`src/rtl/input_buf.sv`:
```
// Load-side input peripheral: synchronized switches, debounced push-buttons,
// sticky press flags and a 16-bit press-event counter on the CPU load/store bus.
module input_buf #(
  parameter int DEBOUNCE_CYCLES = 500000
) (
  input  logic        i_clk,
  input  logic        i_rst_n,
  input  logic        wren,
  input  logic [2:0]  func3,
  input  logic [31:0] addr,
  input  logic [31:0] i_buf_data,
  input  logic [31:0] i_io_sw,
  input  logic [3:0]  i_io_btn,
  output logic [31:0] o_data
);

  localparam int CNT_W = $clog2(DEBOUNCE_CYCLES + 1);
  localparam logic [CNT_W-1:0] CNT_LAST = CNT_W'(DEBOUNCE_CYCLES - 1);

  logic [31:0]      sw_s1_q, sw_s1_d;
  logic [31:0]      sw_q, sw_d;
  logic [3:0]       bt_s1_q, bt_s1_d;
  logic [3:0]       bt_s2_q, bt_s2_d;
  logic [3:0]       stable_q, stable_d;
  logic [CNT_W-1:0] cnt_q [4];
  logic [CNT_W-1:0] cnt_d [4];
  logic [3:0]       flag_q, flag_d;
  logic [15:0]      evcnt_q, evcnt_d;

  logic [3:0]  sel;
  logic [3:0]  press;
  logic [2:0]  press_cnt;
  logic [3:0]  clr_mask;
  logic [31:0] raw;
  logic        unused_bits;

  assign sel         = addr[15:12];
  assign unused_bits = ^{addr[31:16], addr[11:0], i_buf_data[31:4]};

  always_comb begin
    sw_s1_d  = i_io_sw;
    sw_d     = sw_s1_q;
    bt_s1_d  = ~i_io_btn;
    bt_s2_d  = bt_s1_q;
    stable_d = stable_q;
    // The counter only runs while the synchronized button disagrees with stable.
    for (int i = 0; i < 4; i++) begin
      cnt_d[i] = cnt_q[i];
      if (bt_s2_q[i] == stable_q[i]) begin
        cnt_d[i] = '0;
      end else if (cnt_q[i] == CNT_LAST) begin
        stable_d[i] = bt_s2_q[i];
        cnt_d[i]    = '0;
      end else begin
        cnt_d[i] = cnt_q[i] + 1'b1;
      end
    end

    press     = stable_d & ~stable_q;
    press_cnt = '0;
    for (int i = 0; i < 4; i++) begin
      press_cnt = press_cnt + 3'(press[i]);
    end

    // A press in the same cycle as a clear always survives.
    clr_mask = (wren && sel == 4'h2) ? i_buf_data[3:0] : 4'h0;
    flag_d   = (flag_q & ~clr_mask) | press;
    evcnt_d  = ((wren && sel == 4'h3) ? 16'h0000 : evcnt_q) + {13'b0, press_cnt};
  end

  always_comb begin
    case (sel)
      4'h0:    raw = sw_q;
      4'h1:    raw = {28'b0, stable_q};
      4'h2:    raw = {28'b0, flag_q};
      4'h3:    raw = {16'b0, evcnt_q};
      default: raw = 32'h0;
    endcase

    o_data = 32'h0;
    if (!wren) begin
      case (func3)
        3'b000:  o_data = {{24{raw[7]}}, raw[7:0]};
        3'b001:  o_data = {{16{raw[15]}}, raw[15:0]};
        3'b010:  o_data = raw;
        3'b100:  o_data = {24'b0, raw[7:0]};
        3'b101:  o_data = {16'b0, raw[15:0]};
        default: o_data = 32'h0;
      endcase
    end
  end

  always_ff @(posedge i_clk or negedge i_rst_n) begin
    if (!i_rst_n) begin
      sw_s1_q  <= '0;
      sw_q     <= '0;
      bt_s1_q  <= '0;
      bt_s2_q  <= '0;
      stable_q <= '0;
      flag_q   <= '0;
      evcnt_q  <= '0;
      for (int i = 0; i < 4; i++) begin
        cnt_q[i] <= '0;
      end
    end else begin
      sw_s1_q  <= sw_s1_d;
      sw_q     <= sw_d;
      bt_s1_q  <= bt_s1_d;
      bt_s2_q  <= bt_s2_d;
      stable_q <= stable_d;
      flag_q   <= flag_d;
      evcnt_q  <= evcnt_d;
      for (int i = 0; i < 4; i++) begin
        cnt_q[i] <= cnt_d[i];
      end
    end
  end

endmodule

```
`config.mk`:
```
export PLATFORM = sky130hd
export DESIGN_NAME = input_buf
export DESIGN_NICKNAME = d
export VERILOG_FILES = /design/src/rtl/input_buf.sv
export SDC_FILE = /design/constraint.sdc
export NUM_CORES = 1
export LEC_CHECK = 0
export BUFFER_PORTS_ARGS = -buffer_cell sky130_fd_sc_hd__buf_2
export CAP_MARGIN = 20
export CORE_ASPECT_RATIO = 0.5
export CORE_MARGIN = 4
export CORE_UTILIZATION = 56
export CTS_BUF_LIST = sky130_fd_sc_hd__clkbuf_16
export DETAILED_ROUTE_END_ITERATION = 10
export PLACE_DENSITY = 0.84
export SETUP_SLACK_MARGIN = 0.1
export SYNTH_ARGS = -nofsm -noshare
export SYNTH_HDL_FRONTEND = slang
export SYNTH_SLANG_ARGS = --single-unit
```
`constraint.sdc`:
```
create_clock -name i_clk -period 4.4 [get_ports i_clk]
set_input_delay 0.44 -clock i_clk [delete_from_list [all_inputs] [get_ports i_clk]]
set_output_delay 0.44 -clock i_clk [all_outputs]
set_load 0.05 [all_outputs]
```
==> results of run 1 <==
## state kept, by name, summed over array words and instances, names as in the netlist
register / cells
sw_d: 32
stable_q: 4
flag_q: 4
bt_s1_q: 4
sw_q: 32
evcnt_q: 16
cnt_q: 76
bt_s2_q: 4
## power groups by stage
| stage | Clock (mW) | Sequential (mW) | Combinational [mW] |
|---|---|---|---|
| floorplan | 0 | 1.67 | 0.0661 |
| global placement | 0 | 1.68 | 0.132 |
| detailed placement | 0 | 1.68 | 0.135 |
| CTS | 1.45 | 1.65 | 0.136 |
| global route | 1.52 | 1.66 | 0.153 |
| finish | 1.43 | 1.65 | 0.135 |
## per-stage QoR
stage	cells	worst slack, ns	hold slack, ns	power (mW)
3_5_place_dp	929	0.6031	0.3347	1.816
4_1_cts	961	0.5340	0.1091	3.235
5_1_grt	964	0.3964	0.1056	3.327
2_1_floorplan	701	1.099	0.1444	1.739
3_3_place_gp	929	0.8018	0.3314	1.810
6_report	964	0.5368	0.1156	3.219
## worst register-to-register path, cell delays in order, from the launching register on
cell,delay (ns)
sky130_fd_sc_hd__dfrtp_1,0.45
sky130_fd_sc_hd__or4b_1,0.54
sky130_fd_sc_hd__nor4b_1,0.32
sky130_fd_sc_hd__nand4_1,0.23
sky130_fd_sc_hd__nor2_1,0.23
sky130_fd_sc_hd__fa_1,0.19
sky130_fd_sc_hd__inv_1,0.06
sky130_fd_sc_hd__fa_1,0.45
sky130_fd_sc_hd__inv_1,0.09
sky130_fd_sc_hd__fa_1,0.20
sky130_fd_sc_hd__nand3_1,0.28
sky130_fd_sc_hd__nor4_1,0.49
sky130_fd_sc_hd__xnor2_1,0.16
sky130_fd_sc_hd__nor2_1,0.05
## Yosys cell counts, types with 9 or more instances
cell	n
sky130_fd_sc_hd__a21oi_1	26
sky130_fd_sc_hd__a21oi_2	9
sky130_fd_sc_hd__and4_1	9
sky130_fd_sc_hd__clkbuf_1	16
sky130_fd_sc_hd__dfrtp_1	172
sky130_fd_sc_hd__inv_1	21
sky130_fd_sc_hd__nand2_1	54
sky130_fd_sc_hd__nand3_1	33
sky130_fd_sc_hd__nand4_1	32
sky130_fd_sc_hd__nor2_1	90
sky130_fd_sc_hd__nor3_1	15
sky130_fd_sc_hd__nor4_1	24
sky130_fd_sc_hd__nor4b_1	10
sky130_fd_sc_hd__xnor2_1	40
sky130_fd_sc_hd__xor2_1	33
## kinds of logic after synthesis
| group | Yosys count | share of synthesized area |
|---|---|---|
| mux | 15 | 0.02783 |
| simple gates | 313 | 0.2153 |
| buf+inv | 48 | 0.02783 |
| flops | 172 | 0.5631 |
| xor+xnor | 73 | 0.08365 |
| fa+ha+maj | 8 | 0.01604 |
| compound gates | 72 | 0.06630 |
## area by class of cell
cell class,instances,area share
sequential,172,0.4913
multi-input combinational,481,0.3569
timing repair buffer,88,0.05441
clock buffer,17,0.04856
tap,170,0.02428
clock inverter,15,0.01557
inverter,21,0.008997
## final timing paths
path | end | cells past startpoint | slack (ns) | start
worst min register to register | sw_q[28]$_DFF_PN0_ | 0 | 0.35 | sw_d[28]$_DFF_PN0_
min in group asynchronous | cnt_q[73]$_DFF_PN0_ | 1 | 0.13 | i_rst_n
worst min-delay path | sw_d[29]$_DFF_PN0_ | 1 | 0.12 | i_io_sw[29]
max in group asynchronous | sw_d[10]$_DFF_PN0_ | 2 | 3.45 | i_rst_n
worst max-delay path | evcnt_q[14]$_DFF_PN0_ | 13 | 0.54 | cnt_q[6]$_DFF_PN0_
worst max register to register | evcnt_q[14]$_DFF_PN0_ | 13 | 0.54 | cnt_q[6]$_DFF_PN0_
## per-layer routing
layer | GRT usage | wire length [microns] | vias to the layer above
met2 | 0.3315 | 7783 | 148
met3 | 0.03806 | 627 | 26
li1 | - | - | 2630
met4 | 0.07565 | 283 | 0
met1 | 0.2670 | 6743 | 2683
met5 | 0 | 0 | -
==> results.cfg, run 1 <==
[status]
run_status = finished, final reports clean

[place]
place_hpwl_microns = 10280
detailed_place.area_sq_mm = 0.008177
place.port_buffers = 81
finalWeightedCongestion = 0.8439

[clock_tree]
cts_resized = 0
clk-insertion-delay-late_ns = 0.42
clock_sink_count = 172
postCtsHoldBufs = 0
clk_path_buf_depth = 2
cts_tree = yes
worst_setup_hold_path_clk_slew_ns = 0.07
cts_made_buffers = 17
ctsHtreeMaxLevel = 4
clock-root-buffer = sky130_fd_sc_hd__clkbuf_16
cts.repair_timing.setup_buffer_count = 0

[detailed_routing]
drt_iter0_drc = 471
post_detailed_route_via_to_cell_ratio = 5.692
drt-total-wl_microns = 15440
drt_pass1_iterations = 6
remaining_drc_errors = 0
detailroute.via_count = 5487
final_antenna_net_count = 0
routed_wire_length_per_instance_microns = 16.01

[power_and_ir_drop]
power_report.internal_total_mw = 2.462
power_switching_share = 0.2352
power.density_mw_per_mm2 = 367.5
ir_worst_vdd_v = 0.0002940
switching_power_uw = 757.2
power.combinational.fraction = 0.042
leakagePower_nw = 3.737
clock_power_share = 0.445
seqPwrFrac = 0.513

[setup_path]
cp_top_family = simple AND/OR/NAND/NOR gates
critical_path.max_stage_delay_ns = 0.54
critical_path.startpoint_type = register
critical-path-slowest-cell = sky130_fd_sc_hd__or4b_1
crit_path_cell_trace = or4b_1 -> nor4b_1 -> nand4_1 -> nor2_1 -> fa_1 -> inv_1 -> fa_1 -> inv_1 -> fa_1 -> nand3_1 -> nor4_1 -> xnor2_1 -> nor2_1
critPathMaxFanout = 8
worst-path-buf-inv = 2
critPathArrivalTime_ns = 4.17
crit_path_end_kind = register
crit_required_ns = 4.71
critical-path-top-cell-by-count = sky130_fd_sc_hd__fa_1
kind_of_critical_path = reg -> reg

[sta]
final.period_utilization = 0.8780
rsz0062_at_grt = no
finalMaxSlewViolations = 0
layout_min_cycle_time_ns = 3.863
final-hold-violation-count = 0
worst_slew_margin_relative_to_its_limit = 0.2960
fmaxAchievable_mhz = 258.9
final.setup.tns_ns = 0
worst-slew-pin-transition_ns = 1.049
timing.clock.skew_ns = 0.007860
setup_viol = 0

[logic_synthesis]
synthesis.area_sq_mm = 0.007644
ys_warn_count = 0
synth.largest_area_cell = sky130_fd_sc_hd__dfrtp_1
yosys.area.top_type_share = 0.5631
yosysSeqAreaShare = 0.5631
post_synth_inst_count = 701
edff_count_synth = 0
netlist-cell-type-count = 54
post_synth.cell_area_avg_sq_um = 10.90
async_flop_share = 1.000
synth.top_cells.by_area = sky130_fd_sc_hd__dfrtp_1, sky130_fd_sc_hd__xnor2_1, sky130_fd_sc_hd__nor2_1
synth-main-ff-cell = sky130_fd_sc_hd__dfrtp_1
synth_seq_cells = 172
syn_nets = 815

[floorplanning]
chipWidth_microns = 173.2
die_height_microns = 90.61
initial_core_util = 0.5884
core-area_sq_mm = 0.01299
floorplan.die_area_sq_mm = 0.01570
placement_rows = 29
io_pins = 138

[finish]
finish.utilization = 0.6744
filler_cell_count = 912
mostFrequentLayoutCells = sky130_fd_sc_hd__dfrtp_1, sky130_fd_sc_hd__nor2_1, sky130_fd_sc_hd__buf_2, sky130_fd_sc_hd__nand2_1, sky130_fd_sc_hd__xnor2_1
finish.instance_area_sq_mm = 0.008761
multi_input_area_sq_mm = 0.003127
post_route_cells_drive_above_1_share = 0.1814
layout_commonest_cell = sky130_fd_sc_hd__dfrtp_1
num_antenna_cells = 0
num-nets-final = 895
seq_area_sq_mm = 0.004304
synthToLayoutAreaGrowth_pct = 14.62

[run]
drv_cap = 0

[grt]
antenna_found_initial = 0
globalRouteOverflowTotal = 0
grt_pass1_vias = 5448
grt_pass1_wl_microns = 26190
grt_start_max_net_pins = 109
tot_gr_track_use = 0.2006

[hold_path]
min-delay-path-class = in -> reg
Note: power is estimated with default switching activity, not from simulation.
==> inputs of run 2 (changes only) <==
--- a/config.mk
+++ b/config.mk
@@ -12,7 +12,7 @@
 export CORE_UTILIZATION = 56
 export CTS_BUF_LIST = sky130_fd_sc_hd__clkbuf_16
 export DETAILED_ROUTE_END_ITERATION = 10
-export PLACE_DENSITY = 0.84
+export PLACE_DENSITY = 0.78
 export SETUP_SLACK_MARGIN = 0.1
 export SYNTH_ARGS = -nofsm -noshare
 export SYNTH_HDL_FRONTEND = slang
==> results.cfg, run 2 (same netlist as run 1, synthesis figures left out) <==
[status]
run_status = finished, final reports clean

[setup_path]
critical_path.startpoint_type = register
crit_required_ns = 4.70
kind_of_critical_path = reg -> reg
r2r-start = cnt_q[6]$_DFF_PN0_
crit_path_end_kind = register
setup.reg_to_reg.worst_slack_ns = 0.60
worstRegToRegCells = 13
timing.rr.end = evcnt_q[10]$_DFF_PN0_
critPathArrivalTime_ns = 4.10
critPathMaxFanout = 8

[clock_tree]
cts_resized = 0
cts.repair_timing.setup_buffer_count = 0
cts_made_buffers = 17
ctsHtreeMaxLevel = 4
worst_setup_hold_path_clk_slew_ns = 0.07
clk-insertion-delay-late_ns = 0.42
clock-root-buffer = sky130_fd_sc_hd__clkbuf_16
postCtsHoldBufs = 0
cts_tree = yes
clk_path_buf_depth = 2
clock_sink_count = 172

[detailed_routing]
final_antenna_net_count = 0
routed_wire_length_per_instance_microns = 16.14
drt_iter0_drc = 356
detailroute.via_count = 5458
remaining_drc_errors = 0
post_detailed_route_via_to_cell_ratio = 5.662
drt_pass1_iterations = 5
drt-total-wl_microns = 15560

[sta]
timing.clock.skew_ns = 0.01028
setup_viol = 0
final-hold-violation-count = 0
final.setup.tns_ns = 0
layout_min_cycle_time_ns = 3.798
fmaxAchievable_mhz = 263.3
final.period_utilization = 0.8633
rsz0062_at_grt = no
worst-slew-pin-transition_ns = 1.013
finalMaxSlewViolations = 0
worst_slew_margin_relative_to_its_limit = 0.3202

[floorplanning]
placement_rows = 29
core-area_sq_mm = 0.01299
io_pins = 138
initial_core_util = 0.5884
die_height_microns = 90.61
floorplan.die_area_sq_mm = 0.01570
chipWidth_microns = 173.2

[power_and_ir_drop]
power.combinational.fraction = 0.041
clock_power_share = 0.454
leakagePower_nw = 3.745
power_switching_share = 0.2301
switching_power_uw = 752.7
total_power_mw = 3.271
seqPwrFrac = 0.505
ir_worst_vdd_v = 0.0002440
power_report.internal_total_mw = 2.519
power.density_mw_per_mm2 = 372.9

[place]
place_hpwl_microns = 10540
dpl.cell_count = 929
finalWeightedCongestion = 0.8729
place.port_buffers = 81

[finish]
synthToLayoutAreaGrowth_pct = 14.78
final_cells = 964
post_route_cells_drive_above_1_share = 0.1814
num-nets-final = 895
mostFrequentLayoutCells = sky130_fd_sc_hd__dfrtp_1, sky130_fd_sc_hd__nor2_1, sky130_fd_sc_hd__buf_2, sky130_fd_sc_hd__nand2_1, sky130_fd_sc_hd__xnor2_1
layout_commonest_cell = sky130_fd_sc_hd__dfrtp_1
largest_reg_flops = 76
max_flop_register = cnt_q
finish.utilization = 0.6754
filler_cell_count = 984
num_antenna_cells = 0

[grt]
antenna_found_initial = 0
grt_start_max_net_pins = 100
grt_pass1_wl_microns = 27140
globalRouteOverflowTotal = 0
grt_pass1_vias = 5550
tot_gr_track_use = 0.2089

[hold_path]
min-delay-path-class = in -> async

[run]
drv_cap = 0
[run 2: cell count changes in the layout (fill, tap and decap cells not counted)]
| cell | delta |
|---|---|
| sky130_fd_sc_hd__inv_6 | -1 |
| sky130_fd_sc_hd__clkinv_4 | +1 |
| sky130_fd_sc_hd__clkinv_1 | -1 |
| sky130_fd_sc_hd__bufinv_16 | +1 |
| sky130_fd_sc_hd__buf_12 | -1 |
| sky130_fd_sc_hd__inv_1 | +1 |
| sky130_fd_sc_hd__clkinv_2 | -1 |
| sky130_fd_sc_hd__buf_4 | +1 |
[run 2: worst max path at each step]
stage,start,end,slack [ns]
2_1_floorplan,cnt_q[38]$_DFF_PN0_,evcnt_q[14]$_DFF_PN0_,1.10
3_3_place_gp,cnt_q[6]$_DFF_PN0_,evcnt_q[14]$_DFF_PN0_,0.73
3_5_place_dp,cnt_q[6]$_DFF_PN0_,evcnt_q[14]$_DFF_PN0_,0.68
4_1_cts,cnt_q[6]$_DFF_PN0_,evcnt_q[10]$_DFF_PN0_,0.63
5_1_grt,cnt_q[6]$_DFF_PN0_,evcnt_q[14]$_DFF_PN0_,0.39
6_report,cnt_q[6]$_DFF_PN0_,evcnt_q[10]$_DFF_PN0_,0.60
[run 2: power groups by stage]
stage	Clock, mW	Combinational (mW)	Sequential, mW
6_report	1.49	0.134	1.65
5_1_grt	1.59	0.154	1.66
4_1_cts	1.51	0.136	1.65
3_5_place_dp	0	0.134	1.68
3_3_place_gp	0	0.130	1.68
2_1_floorplan	0	0.0661	1.67
[run 2: layer usage]
layer / GRT usage / share of wire / routed length (microns) / up-vias
li1: - / - / - / 2626
met1: 0.2829 / 0.45 / 7063 / 2717
met2: 0.3482 / 0.50 / 7824 / 92
met3: 0.03806 / 0.028 / 436 / 23
met4: 0.06370 / 0.015 / 238 / 0
met5: 0 / 0 / 0 / -
[run 2: final cells by class]
cell class	instances	area [sq um]	share of cell area
clock buffer	17	425.4	0.04849
clock inverter	15	161.4	0.01840
inverter	21	78.83	0.008985
multi-input combinational	481	3127	0.3564
sequential	172	4304	0.4906
tap	170	212.7	0.02424
timing repair buffer	88	464.2	0.05291
[run 2: worst max-delay path, stage by stage, from the launching register on]
cell and delay [ns]:
sky130_fd_sc_hd__dfrtp_1 0.45, sky130_fd_sc_hd__or4b_1 0.54, sky130_fd_sc_hd__nor4b_1 0.28, sky130_fd_sc_hd__nand4_1 0.25, sky130_fd_sc_hd__nor2_1 0.26, sky130_fd_sc_hd__fa_1 0.45, sky130_fd_sc_hd__inv_1 0.09, sky130_fd_sc_hd__fa_1 0.19
sky130_fd_sc_hd__inv_1 0.06, sky130_fd_sc_hd__fa_1 0.41, sky130_fd_sc_hd__nand3_1 0.26, sky130_fd_sc_hd__nor3_1 0.13, sky130_fd_sc_hd__xnor2_1 0.21, sky130_fd_sc_hd__nor2_1 0.08
[run 2: per-stage QoR]
stage / cell area (sq um) / hold slack (ns) / setup WS, ns
after detailed placement: 8164 / 0.3347 / 0.6843
final: 8773 / 0.09999 / 0.6015
after CTS: 8751 / 0.1093 / 0.6286
after floorplan: 7644 / 0.1444 / 1.099
after global placement: 8164 / 0.3312 / 0.7340
after global routing: 8773 / 0.09883 / 0.3913
==> inputs of run 3 (changes only) <==
--- a/config.mk
+++ b/config.mk
@@ -10,7 +10,6 @@
 export CORE_ASPECT_RATIO = 0.5
 export CORE_MARGIN = 4
 export CORE_UTILIZATION = 56
-export CTS_BUF_LIST = sky130_fd_sc_hd__clkbuf_16
 export DETAILED_ROUTE_END_ITERATION = 10
 export PLACE_DENSITY = 0.78
 export SETUP_SLACK_MARGIN = 0.1
==> constraint.sdc (replaced) <==
create_clock -name i_clk -period 4.4 [get_ports i_clk]
set_input_delay 0.44 -clock i_clk [delete_from_list [all_inputs] [get_ports i_clk]]
set_output_delay 0.44 -clock i_clk [all_outputs]
set_load 0.02 [all_outputs]
==> results.cfg, run 3 (same netlist as run 1, synthesis figures left out) <==
[status]
run_status = finished, final reports clean

[power_and_ir_drop]
power.combinational.fraction = 0.041
power_report.internal_total_mw = 2.522
seqPwrFrac = 0.506
power.density_mw_per_mm2 = 371.2
leakagePower_nw = 3.751
total_power_mw = 3.265
switching_power_uw = 742.3
ir_worst_vdd_v = 0.0002641
clock_power_share = 0.453
power_switching_share = 0.2274

[clock_tree]
ctsHtreeMaxLevel = 4
clock-root-buffer = sky130_fd_sc_hd__clkbuf_16
postCtsHoldBufs = 0
cts_resized = 0
cts_tree = yes
cts.repair_timing.setup_buffer_count = 0
clk_path_buf_depth = 2
cts_made_buffers = 17
worst_setup_hold_path_clk_slew_ns = 0.07
clock_sink_count = 172
clk-insertion-delay-late_ns = 0.42

[floorplanning]
placement_rows = 29
chipWidth_microns = 173.2
io_pins = 138
floorplan.die_area_sq_mm = 0.01570
die_height_microns = 90.61
initial_core_util = 0.5884
core-area_sq_mm = 0.01299

[setup_path]
critical_path.startpoint_type = register
critical-path-slowest-cell = sky130_fd_sc_hd__or4b_1
worst-path-buf-inv = 2
kind_of_critical_path = reg -> reg
crit_required_ns = 4.70
critPathArrivalTime_ns = 4.10
worstRegToRegCells = 13
crit_path_end_kind = register
critical_path.max_stage_delay_ns = 0.54
critical-path-top-cell-by-count = sky130_fd_sc_hd__fa_1
critPathMaxFanout = 8
crit_path_cell_trace = or4b_1 -> nor4b_1 -> nand4_1 -> nor2_1 -> fa_1 -> inv_1 -> fa_1 -> inv_1 -> fa_1 -> nand3_1 -> nor4_1 -> xnor2_1 -> nor2_1
total_stage_count_of_the_critical_path = 13
cp_top_family = simple AND/OR/NAND/NOR gates

[detailed_routing]
routed_wire_length_per_instance_microns = 16.24
post_detailed_route_via_to_cell_ratio = 5.722
drt_iter0_drc = 558
drt-total-wl_microns = 15660
remaining_drc_errors = 0
drt_pass1_iterations = 5
final_antenna_net_count = 0
detailroute.via_count = 5516

[sta]
setup_viol = 0
worst-slew-pin-transition_ns = 1.057
finalMaxSlewViolations = 0
hold-worst-slack_ns = 0.1086
layout_min_cycle_time_ns = 3.802
final.period_utilization = 0.8641
rsz0062_at_grt = no
final.setup.tns_ns = 0
final-hold-violation-count = 0
worst_slew_margin_relative_to_its_limit = 0.2906
fmaxAchievable_mhz = 263.0
timing.clock.skew_ns = 0.01391

[grt]
gr-max-usage-layer = met2
antenna_found_initial = 0
grt_pass1_wl_microns = 27070
tot_gr_track_use = 0.2089
grt_start_max_net_pins = 100
met1_usage = 0.2854
grt_use_met3 = 0.03471
globalRouteOverflowTotal = 0
grt_pass1_vias = 5498
global_route.usage.met2 = 0.3488

[hold_path]
min-delay-path-class = in -> async

[finish]
synthToLayoutAreaGrowth_pct = 15.06
filler_cell_count = 986
num-nets-final = 895
post_route_cells_drive_above_1_share = 0.1839
largest_reg_flops = 76
mostFrequentLayoutCells = sky130_fd_sc_hd__dfrtp_1, sky130_fd_sc_hd__nor2_1, sky130_fd_sc_hd__buf_2, sky130_fd_sc_hd__nand2_1, sky130_fd_sc_hd__xnor2_1
max_flop_register = cnt_q
num_antenna_cells = 0
layout_commonest_cell = sky130_fd_sc_hd__dfrtp_1
final_cells = 964
finish.utilization = 0.6770

[place]
place_hpwl_microns = 10500
place.port_buffers = 81
dpl.cell_count = 928
finalWeightedCongestion = 0.8745

[run]
drv_cap = 0
-- run 3: power groups by stage --
stage	sequential, mW	clock, mW	combinational (mW)
after global routing	1.66	1.59	0.154
after global placement	1.68	0	0.126
after CTS	1.65	1.51	0.132
after floorplan	1.67	0	0.0625
after detailed placement	1.68	0	0.131
final	1.65	1.48	0.134
-- run 3: final timing paths --
check | start | end | slack (ns)
min reg2reg | sw_d[27]$_DFF_PN0_ | sw_q[27]$_DFF_PN0_ | 0.35
max | cnt_q[6]$_DFF_PN0_ | evcnt_q[14]$_DFF_PN0_ | 0.60
min | i_rst_n | cnt_q[26]$_DFF_PN0_ | 0.11
min in group i_clk | i_io_sw[4] | sw_d[4]$_DFF_PN0_ | 0.12
max reg2reg | cnt_q[6]$_DFF_PN0_ | evcnt_q[14]$_DFF_PN0_ | 0.60
max in group asynchronous | i_rst_n | cnt_q[9]$_DFF_PN0_ | 3.26
-- run 3: area by class of cell --
| class | count | area, sq um | area share |
|---|---|---|---|
| tap | 170 | 212.7 | 0.02419 |
| sequential | 172 | 4304 | 0.4894 |
| inverter | 21 | 78.83 | 0.008963 |
| timing repair buffer | 88 | 484.2 | 0.05506 |
| clock buffer | 21 | 480.5 | 0.05463 |
| multi-input combinational | 481 | 3127 | 0.3555 |
| clock inverter | 11 | 107.6 | 0.01224 |
-- run 3: worst reg2reg max path, cell delays in order, from the launching register on --
cell and delay, ns:
sky130_fd_sc_hd__dfrtp_1 0.45, sky130_fd_sc_hd__or4b_1 0.54, sky130_fd_sc_hd__nor4b_1 0.29, sky130_fd_sc_hd__nand4_1 0.23
sky130_fd_sc_hd__nor2_1 0.27, sky130_fd_sc_hd__fa_1 0.20, sky130_fd_sc_hd__inv_1 0.05, sky130_fd_sc_hd__fa_1 0.43
sky130_fd_sc_hd__inv_1 0.09, sky130_fd_sc_hd__fa_1 0.20, sky130_fd_sc_hd__nand3_1 0.28, sky130_fd_sc_hd__nor4_1 0.43
sky130_fd_sc_hd__xnor2_1 0.16, sky130_fd_sc_hd__nor2_1 0.05
-- run 3: through the flow --
stage	cell area (sq um)	setup WS [ns]
3_3_place_gp	8157	0.7355
4_1_cts	8745	0.5903
5_1_grt	8795	0.2860
2_1_floorplan	7644	1.099
3_5_place_dp	8157	0.6266
6_report	8795	0.5980
-- run 3: routing by layer --
metal | up-vias | part of all wire
li1 | 2623 | -
met1 | 2724 | 0.45
met2 | 150 | 0.50
met3 | 19 | 0.034
met4 | 0 | 0.010
met5 | - | 0
